<file path="config.mk">
export PLATFORM = sky130hd
export DESIGN_NAME = hazard_fwd_unit_flat
export DESIGN_NICKNAME = d
export VERILOG_FILES = /design/src/rtl/cpu_types_pkg.sv /design/src/rtl/hazard_fwd_unit_if.sv /design/src/rtl/hazard_fwd_mux_sel.sv /design/src/rtl/hazard_fwd_unit.sv /design/src/flat_wrapper.sv
export SDC_FILE = /design/constraint.sdc
export NUM_CORES = 1
export LEC_CHECK = 0
export CAP_MARGIN = 10
export CORE_MARGIN = 4
export CORE_UTILIZATION = 42
export DETAILED_ROUTE_END_ITERATION = 12
export PLACE_DENSITY = 0.88
export SETUP_SLACK_MARGIN = 0.4
export SYNTH_ARGS = -nofsm -noshare
export SYNTH_HDL_FRONTEND = slang
export SYNTH_HIERARCHICAL = 1
export SYNTH_SLANG_ARGS = --single-unit
</file>
<file path="constraint.sdc">
create_clock -name CLK -period 2 [get_ports CLK]
set_input_delay 0.4 -clock CLK [delete_from_list [all_inputs] [get_ports CLK]]
set_output_delay 0.4 -clock CLK [all_outputs]
set_load 0.01 [all_outputs]
</file>
<file path="src/rtl/cpu_types_pkg.sv">
// Shared pipeline control types for the hazard/forwarding unit.
package cpu_types_pkg;

    // Pipeline latch control: advance, hold, or load a bubble.
    typedef enum logic [1:0] {
        PIPE_EN    = 2'd0,
        PIPE_STALL = 2'd1,
        PIPE_FLUSH = 2'd2
    } pipe_state_t;

    // ALU operand source.
    typedef enum logic [1:0] {
        FWD_REG = 2'd0,
        FWD_MEM = 2'd1,
        FWD_WB  = 2'd2
    } fwd_sel_t;

    // Hazard FSM states.
    typedef enum logic [1:0] {
        RUN      = 2'd0,
        LU_STALL = 2'd1,
        HALT     = 2'd2
    } hz_state_t;

    localparam int REG_W  = 5;
    localparam int BCNT_W = 3;

    // True when a valid writer targets src; $0 never matches.
    function automatic logic reg_match(logic wen, logic [REG_W-1:0] wsel,
                                       logic [REG_W-1:0] src);
        return wen && (wsel != '0) && (wsel == src);
    endfunction

endpackage

</file>
<file path="src/rtl/hazard_fwd_unit_if.sv">
// Pipeline-side signal bundle for the hazard/forwarding unit.
interface hazard_fwd_unit_if
    import cpu_types_pkg::*;
#(
    parameter int CNT_W = 32
) ();
    logic             ihit, dhit;
    logic [REG_W-1:0] de_rs, de_rt, ex_rs, ex_rt;
    logic [REG_W-1:0] ex_wsel, mem_wsel, wb_wsel;
    logic             ex_wen, mem_wen, wb_wen;
    logic             ex_ren, mem_req, br_taken, halt;
    logic             pc_wen;
    pipe_state_t      fd_state, de_state, em_state, mw_state;
    fwd_sel_t         fwd_a, fwd_b;
    logic [CNT_W-1:0] stall_cnt, flush_cnt;
    logic             halted;

    modport hu (
        input  ihit, dhit, de_rs, de_rt, ex_rs, ex_rt, ex_wsel, mem_wsel, wb_wsel,
               ex_wen, mem_wen, wb_wen, ex_ren, mem_req, br_taken, halt,
        output pc_wen, fd_state, de_state, em_state, mw_state, fwd_a, fwd_b,
               stall_cnt, flush_cnt, halted
    );

    modport tb (
        output ihit, dhit, de_rs, de_rt, ex_rs, ex_rt, ex_wsel, mem_wsel, wb_wsel,
               ex_wen, mem_wen, wb_wen, ex_ren, mem_req, br_taken, halt,
        input  pc_wen, fd_state, de_state, em_state, mw_state, fwd_a, fwd_b,
               stall_cnt, flush_cnt, halted
    );
endinterface

</file>
<file path="src/rtl/hazard_fwd_mux_sel.sv">
// Per-operand forward select: newest producer (MEM) wins over WB.
module hazard_fwd_mux_sel
    import cpu_types_pkg::*;
#(
    parameter int FWD_EN = 1
) (
    input  logic [REG_W-1:0] src,
    input  logic             mem_wen,
    input  logic [REG_W-1:0] mem_wsel,
    input  logic             wb_wen,
    input  logic [REG_W-1:0] wb_wsel,
    output fwd_sel_t         sel
);

    // Stall-only builds always read the register file.
    always_comb begin
        sel = FWD_REG;
        if (FWD_EN != 0) begin
            if (reg_match(mem_wen, mem_wsel, src))     sel = FWD_MEM;
            else if (reg_match(wb_wen, wb_wsel, src))  sel = FWD_WB;
        end
    end

endmodule

</file>
<file path="src/rtl/hazard_fwd_unit.sv">
// Hazard detection, latch control, forwarding and perf counters for the
// 5-stage pipeline.
module hazard_fwd_unit
    import cpu_types_pkg::*;
#(
    parameter int FWD_EN     = 1,
    parameter int LU_BUBBLES = 1,
    parameter int CNT_W      = 32
) (
    input logic           CLK,
    input logic           nRST,
    hazard_fwd_unit_if.hu hif
);

    localparam logic [BCNT_W-1:0] LU_INIT = BCNT_W'(LU_BUBBLES - 1);

    hz_state_t         state_q, state_d;
    logic [BCNT_W-1:0] bcnt_q, bcnt_d;
    logic [CNT_W-1:0]  stall_cnt_q, stall_cnt_d, flush_cnt_q, flush_cnt_d;
    logic              pc_wen, flush_inc, dmem_wait, hazard, lu_active;
    pipe_state_t       fd_s, de_s, em_s, mw_s;

    hazard_fwd_mux_sel #(.FWD_EN(FWD_EN)) u_sel_a (
        .src(hif.ex_rs), .mem_wen(hif.mem_wen), .mem_wsel(hif.mem_wsel),
        .wb_wen(hif.wb_wen), .wb_wsel(hif.wb_wsel), .sel(hif.fwd_a)
    );
    hazard_fwd_mux_sel #(.FWD_EN(FWD_EN)) u_sel_b (
        .src(hif.ex_rt), .mem_wen(hif.mem_wen), .mem_wsel(hif.mem_wsel),
        .wb_wen(hif.wb_wen), .wb_wsel(hif.wb_wsel), .sel(hif.fwd_b)
    );

    // RAW detection: with forwarding only a load in EX hurts; without it any
    // in-flight writer of a decode source does.
    always_comb begin
        dmem_wait = hif.mem_req && !hif.dhit;
        if (FWD_EN != 0)
            hazard = hif.ex_ren &&
                     (reg_match(hif.ex_wen, hif.ex_wsel, hif.de_rs) ||
                      reg_match(hif.ex_wen, hif.ex_wsel, hif.de_rt));
        else
            hazard = reg_match(hif.ex_wen,  hif.ex_wsel,  hif.de_rs) ||
                     reg_match(hif.ex_wen,  hif.ex_wsel,  hif.de_rt) ||
                     reg_match(hif.mem_wen, hif.mem_wsel, hif.de_rs) ||
                     reg_match(hif.mem_wen, hif.mem_wsel, hif.de_rt) ||
                     reg_match(hif.wb_wen,  hif.wb_wsel,  hif.de_rs) ||
                     reg_match(hif.wb_wen,  hif.wb_wsel,  hif.de_rt);
        // Forwarding builds hold the bubble count regardless of inputs;
        // stall-only builds leave as soon as no writer matches.
        lu_active = ((state_q == RUN) && hazard) ||
                    ((state_q == LU_STALL) && ((FWD_EN != 0) || hazard));
    end

    // Priority-ordered latch control and FSM next state.
    always_comb begin
        pc_wen    = 1'b1;
        fd_s      = PIPE_EN;
        de_s      = PIPE_EN;
        em_s      = PIPE_EN;
        mw_s      = PIPE_EN;
        state_d   = state_q;
        bcnt_d    = bcnt_q;
        flush_inc = 1'b0;
        if ((state_q == HALT) || hif.halt) begin
            pc_wen  = 1'b0;
            fd_s    = PIPE_STALL;
            de_s    = PIPE_STALL;
            em_s    = PIPE_STALL;
            mw_s    = PIPE_STALL;
            state_d = HALT;
        end else if (dmem_wait) begin
            pc_wen = 1'b0;
            fd_s   = PIPE_STALL;
            de_s   = PIPE_STALL;
            em_s   = PIPE_STALL;
            mw_s   = PIPE_FLUSH;
        end else if (hif.br_taken) begin
            fd_s      = PIPE_FLUSH;
            de_s      = PIPE_FLUSH;
            state_d   = RUN;
            bcnt_d    = '0;
            flush_inc = 1'b1;
        end else if (lu_active) begin
            pc_wen = 1'b0;
            fd_s   = PIPE_STALL;
            de_s   = PIPE_FLUSH;
            if (state_q == RUN) begin
                // A single-bubble forwarding stall never needs LU_STALL.
                bcnt_d  = LU_INIT;
                state_d = ((FWD_EN != 0) && (LU_INIT == '0)) ? RUN : LU_STALL;
            end else begin
                bcnt_d = (bcnt_q != '0) ? bcnt_q - 1'b1 : '0;
                if (FWD_EN != 0)
                    state_d = (bcnt_q <= BCNT_W'(1)) ? RUN : LU_STALL;
            end
        end else begin
            state_d = RUN;
            bcnt_d  = '0;
            if (!hif.ihit) begin
                pc_wen = 1'b0;
                fd_s   = PIPE_FLUSH;
            end
        end
    end

    // Saturating counters; cycles spent in HALT are not stalls.
    always_comb begin
        stall_cnt_d = stall_cnt_q;
        flush_cnt_d = flush_cnt_q;
        if (!pc_wen && (state_q != HALT) && (stall_cnt_q != '1))
            stall_cnt_d = stall_cnt_q + CNT_W'(1);
        if (flush_inc && (flush_cnt_q != '1))
            flush_cnt_d = flush_cnt_q + CNT_W'(1);
    end

    // State and counter registers.
    always_ff @(posedge CLK or negedge nRST) begin
        if (!nRST) begin
            state_q     <= RUN;
            bcnt_q      <= '0;
            stall_cnt_q <= '0;
            flush_cnt_q <= '0;
        end else begin
            state_q     <= state_d;
            bcnt_q      <= bcnt_d;
            stall_cnt_q <= stall_cnt_d;
            flush_cnt_q <= flush_cnt_d;
        end
    end

    assign hif.pc_wen    = pc_wen;
    assign hif.fd_state  = fd_s;
    assign hif.de_state  = de_s;
    assign hif.em_state  = em_s;
    assign hif.mw_state  = mw_s;
    assign hif.stall_cnt = stall_cnt_q;
    assign hif.flush_cnt = flush_cnt_q;
    assign hif.halted    = (state_q == HALT);

endmodule

</file>
<file path="src/flat_wrapper.sv">
// flat-port wrapper written by rule: the top's interface ports become plain ports
module hazard_fwd_unit_flat import cpu_types_pkg::*;
#(
    parameter int FWD_EN     = 1,
    parameter int LU_BUBBLES = 1,
    parameter int CNT_W      = 32
)
  (CLK, nRST, hif_ihit, hif_dhit, hif_de_rs, hif_de_rt, hif_ex_rs, hif_ex_rt, hif_ex_wsel, hif_mem_wsel, hif_wb_wsel, hif_ex_wen, hif_mem_wen, hif_wb_wen, hif_ex_ren, hif_mem_req, hif_br_taken, hif_halt, hif_pc_wen, hif_fd_state, hif_de_state, hif_em_state, hif_mw_state, hif_fwd_a, hif_fwd_b, hif_stall_cnt, hif_flush_cnt, hif_halted);
  hazard_fwd_unit_if #(.CNT_W(CNT_W)) hif_i ();
  input logic CLK;
  input logic nRST;
  input wire logic [$bits(hif_i.ihit)-1:0] hif_ihit;
  input wire logic [$bits(hif_i.dhit)-1:0] hif_dhit;
  input wire logic [$bits(hif_i.de_rs)-1:0] hif_de_rs;
  input wire logic [$bits(hif_i.de_rt)-1:0] hif_de_rt;
  input wire logic [$bits(hif_i.ex_rs)-1:0] hif_ex_rs;
  input wire logic [$bits(hif_i.ex_rt)-1:0] hif_ex_rt;
  input wire logic [$bits(hif_i.ex_wsel)-1:0] hif_ex_wsel;
  input wire logic [$bits(hif_i.mem_wsel)-1:0] hif_mem_wsel;
  input wire logic [$bits(hif_i.wb_wsel)-1:0] hif_wb_wsel;
  input wire logic [$bits(hif_i.ex_wen)-1:0] hif_ex_wen;
  input wire logic [$bits(hif_i.mem_wen)-1:0] hif_mem_wen;
  input wire logic [$bits(hif_i.wb_wen)-1:0] hif_wb_wen;
  input wire logic [$bits(hif_i.ex_ren)-1:0] hif_ex_ren;
  input wire logic [$bits(hif_i.mem_req)-1:0] hif_mem_req;
  input wire logic [$bits(hif_i.br_taken)-1:0] hif_br_taken;
  input wire logic [$bits(hif_i.halt)-1:0] hif_halt;
  output wire logic [$bits(hif_i.pc_wen)-1:0] hif_pc_wen;
  output wire logic [$bits(hif_i.fd_state)-1:0] hif_fd_state;
  output wire logic [$bits(hif_i.de_state)-1:0] hif_de_state;
  output wire logic [$bits(hif_i.em_state)-1:0] hif_em_state;
  output wire logic [$bits(hif_i.mw_state)-1:0] hif_mw_state;
  output wire logic [$bits(hif_i.fwd_a)-1:0] hif_fwd_a;
  output wire logic [$bits(hif_i.fwd_b)-1:0] hif_fwd_b;
  output wire logic [$bits(hif_i.stall_cnt)-1:0] hif_stall_cnt;
  output wire logic [$bits(hif_i.flush_cnt)-1:0] hif_flush_cnt;
  output wire logic [$bits(hif_i.halted)-1:0] hif_halted;
  assign hif_i.ihit = hif_ihit;
  assign hif_i.dhit = hif_dhit;
  assign hif_i.de_rs = hif_de_rs;
  assign hif_i.de_rt = hif_de_rt;
  assign hif_i.ex_rs = hif_ex_rs;
  assign hif_i.ex_rt = hif_ex_rt;
  assign hif_i.ex_wsel = hif_ex_wsel;
  assign hif_i.mem_wsel = hif_mem_wsel;
  assign hif_i.wb_wsel = hif_wb_wsel;
  assign hif_i.ex_wen = hif_ex_wen;
  assign hif_i.mem_wen = hif_mem_wen;
  assign hif_i.wb_wen = hif_wb_wen;
  assign hif_i.ex_ren = hif_ex_ren;
  assign hif_i.mem_req = hif_mem_req;
  assign hif_i.br_taken = hif_br_taken;
  assign hif_i.halt = hif_halt;
  assign hif_pc_wen = hif_i.pc_wen;
  assign hif_fd_state = hif_i.fd_state;
  assign hif_de_state = hif_i.de_state;
  assign hif_em_state = hif_i.em_state;
  assign hif_mw_state = hif_i.mw_state;
  assign hif_fwd_a = hif_i.fwd_a;
  assign hif_fwd_b = hif_i.fwd_b;
  assign hif_stall_cnt = hif_i.stall_cnt;
  assign hif_flush_cnt = hif_i.flush_cnt;
  assign hif_halted = hif_i.halted;
  hazard_fwd_unit #(.FWD_EN(FWD_EN), .LU_BUBBLES(LU_BUBBLES), .CNT_W(CNT_W)) u_core (.CLK(CLK), .nRST(nRST), .hif(hif_i));
endmodule
</file>
==> flow_summary.json, run 1 <==
{
  "violations": "negative setup slack",
  "worstPathRequired_ns": 1.60,
  "dr_wl_met3_um": 710,
  "antenna_cells": 0,
  "row_count": 34,
  "syn2layout_area_growth_pct": 89.5,
  "grt_start_max_net_pins": 70,
  "cp_num_buf_inv": 2,
  "cp.arrival_ns": 1.86,
  "synth_nets": 430,
  "status": "finished with violations",
  "cts_tree": "built",
  "vdd_drop_max_mv": 0.230,
  "dr.pass1.iters": 4,
  "cp_cell_sequence": "buf_8, or3_1, o311a_1, a21oi_2, nor2_1, nor2_1, nor2_2, buf_2",
  "clkSinkCount": 69,
  "r2r-end": "u_core/hif.stall_cnt[11]$_DFFE_PN0P_",
  "ys_seq_elements": 69,
  "skew_ns": 0.0112,
  "dr.first_iter.drc_count": 128,
  "crit_family": "simple AND/OR/NAND/NOR gates",
  "wl_per_cell_um": 18.8,
  "worstSetupStartpointType": "primary input",
  "ios": 124,
  "grt_pass1_wl_um": 20600,
  "clock_latency_ns": 0.35,
  "drv_cap": 0,
  "met2WireLength_um": 7710,
  "die_h_um": 103,
  "synth_cells": 380,
  "hold_ws_ns": 0.0776,
  "synth.yosys.seq_area_share": 0.452,
  "vias_per_cell": 5.27,
  "ff2ff_setup_slack_ns": -0.03,
  "holdCritPathClass": "primary input to asynchronous set/reset pin",
  "io_buffers": 122,
  "place.gp.congestion": 0.795,
  "setup_slack_ns": -0.257,
  "fin_crit_ns": 2.26,
  "power.density_nw_per_um2": 389,
  "top_layer": "met4",
  "dp_hpwl_um": 8410,
  "start_util": 0.435,
  "grt-ovfl-total": 0,
  "timing.rr.start": "u_core/state_q[1]$_DFFE_PN0N_",
  "die-area_um2": 10700,
  "die_width_um": 103,
  "period_share": 1.13,
  "synth_area_um2": 3820,
  "grt_usage": 0.247,
  "remaining_drc_errors": 0,
  "ant_nets": 0,
  "crit_path_max_fanout": 2,
  "clk_pin_slew_ns": 0.08,
  "critPathCaptureType": "output pin",
  "avgSynthCellArea_um2": 10.0,
  "grt_pass1_vias": 4191,
  "yosysWarnings": 6,
  "path_common_cell": "nor2_1",
  "cellLeakagePower_nw": 3.67,
  "fmax_mhz": 443,
  "finalPower_mw": 2.82,
  "worstSetupPathType": "primary input to output pin",
  "wirelength_um": 14100,
  "nets": 687,
  "ys_types": 47,
  "antenna_found_initial": 0,
  "critPathLaunch": "hif_ex_wsel[2]",
  "slowest_delay_ns": 0.36,
  "vias": 3949,
  "htreeDepth": 3,
  "met1Wirelength_um": 5470,
  "reg2reg_depth": 7,
  "report.final.setup_viol": 24,
  "drive_gt1_frac": 0.545,
  "slowest_stage": "or3_1",
  "fin_tns_setup_ns": -1.44,
  "clock-root-buffer": "clkbuf_8",
  "drv_slew": 0,
  "cts_made_buffers": 9,
  "cts_buffer_depth": 2,
  "rsz0062_at_grt": "yes",
  "final-hold-violation-count": 0,
  "core_region_area_um2": 8760
}
report_power, final:
group          internal, mW  switching, mW
clock network         0.479          0.567
registers              1.40        0.00549
logic                 0.192          0.171
total                  2.07          0.744
flip-flops by register name (all words and copies together), names as in the netlist:
signal and count:
u_core/state_q 2, u_core/hif.flush_cnt 32, u_core/bcnt_q 3, u_core/hif.stall_cnt 32
layer usage:
metal | track usage | vias to the layer above
met5 | 0 | -
met2 | 0.471 | 128
met3 | 0.0429 | 18
met1 | 0.276 | 1960
met4 | 0.0787 | 0
li1 | - | 1843
repair_timing:
action | 4_1_cts | 5_1_grt
hold buffers | 0 | 0
endpoints found under the setup margin | 142 | 95
resized for setup | 360 | 108
pin swaps | 104 | 60
cloned | 1 | 0
buffers inserted | 44 | 17
metrics by stage:
stage | setup slack, ns | instances | util | cell area (um2)
final | -0.257 | 750 | 0.825 | 7230
after global routing | -0.298 | 750 | 0.825 | 7230
after CTS | -0.292 | 733 | 0.771 | 6750
after detailed placement | -1.05 | 672 | 0.668 | 5850
after global placement | -0.925 | 672 | 0.668 | 5850
after floorplan | -0.00539 | 380 | - | 4020
final cells by class:
class,instances,area [um2]
inverter,5,21.3
tap,108,135
timing repair buffer,253,2210
multi-input combinational,299,2940
clock buffer,10,138
fill,494,1530
sequential,69,1740
clock inverter,6,38.8
cell families after synthesis:
kind of cell	share of synthesized area
AND/OR/NAND/NOR	0.256
multiplexers	0.00295
buffers and inverters	0.0187
XOR/XNOR	0.202
AO/OA/AOI/OAI	0.0534
adder cells (fa/ha/maj)	0.0131
other	0.000983
flip-flops	0.452
how the worst max path moves through the flow:
stage                 endpoint  slack, ns  cells after the start
6_report       hif_de_state[1]      -0.26                      8
5_1_grt        hif_fd_state[1]      -0.30                      7
4_1_cts        hif_fd_state[1]      -0.29                      7
3_5_place_dp   hif_fd_state[1]      -1.05                      7
3_3_place_gp   hif_fd_state[1]      -0.92                      7
2_1_floorplan       hif_pc_wen     -0.005                      5
synth_stat cells (all sizes together):
master	count	share of area
dfrtp	69	0.45
xnor2	64	0.15
nand2	46	0.045
nand3	31	0.042
nor2	29	0.029
xor2	24	0.055
nand4	19	0.034
and3	15	0.025
nor3	14	0.027
nor4	7	0.017
a21oi	6	0.0079
and4	5	0.011
inv	5	0.0049
nand2b	5	0.0082
and2	4	0.0072
buf	4	0.0098
clkbuf	4	0.0039
ha	4	0.013
or3	4	0.0066
o21ai	3	0.0039
a211oi	2	0.0066
o41ai	2	0.0085
a2111oi	1	0.0072
a21o	1	0.0020
a22o	1	0.0023
a31o	1	0.0023
a31oi	1	0.0016
a32o	1	0.0026
conb	1	0.00098
mux2	1	0.0030
nor2b	1	0.0016
o21a	1	0.0020
o22ai	1	0.0016
o311a	1	0.0026
o311ai	1	0.0023
or2b	1	0.0023
layout by cell type, fill, tap and decap left out, types with 5 or more instances in the layout:
cell | Yosys | layout
buf_4 | 2 | 100
dlygate4sd2_1 | 0 | 56
dfrtp_1 | 69 | 55
buf_6 | 2 | 41
xnor2_2 | 0 | 32
xnor2_1 | 64 | 32
nand2_1 | 46 | 26
xor2_1 | 24 | 24
nand4_1 | 17 | 17
clkdlybuf4s15_1 | 0 | 15
buf_2 | 0 | 15
nor2_1 | 28 | 14
dfrtp_2 | 0 | 14
nand3_2 | 1 | 13
nor2_4 | 0 | 12
and3_1 | 15 | 12
clkbuf_2 | 0 | 11
nand2_2 | 0 | 11
clkbuf_8 | 0 | 10
nand3_4 | 0 | 10
nand3_1 | 30 | 8
nand2_4 | 0 | 7
nor3_2 | 4 | 6
buf_8 | 0 | 5
buf_12 | 0 | 5
nor4_4 | 1 | 5
nor3_4 | 1 | 5
(Power assumes the default switching activity.)
==> run 2: changes to the inputs <==
--- a/config.mk
+++ b/config.mk
@@ -11,6 +11,7 @@
 export DETAILED_ROUTE_END_ITERATION = 12
 export PLACE_DENSITY = 0.88
 export SETUP_SLACK_MARGIN = 0.4
+export SLEW_MARGIN = 15
 export SYNTH_ARGS = -nofsm -noshare
 export SYNTH_HDL_FRONTEND = slang
 export SYNTH_HIERARCHICAL = 1
==> results of run 2 <==
Same layout as run 1: the final DEF is identical, and so are final timing and power.
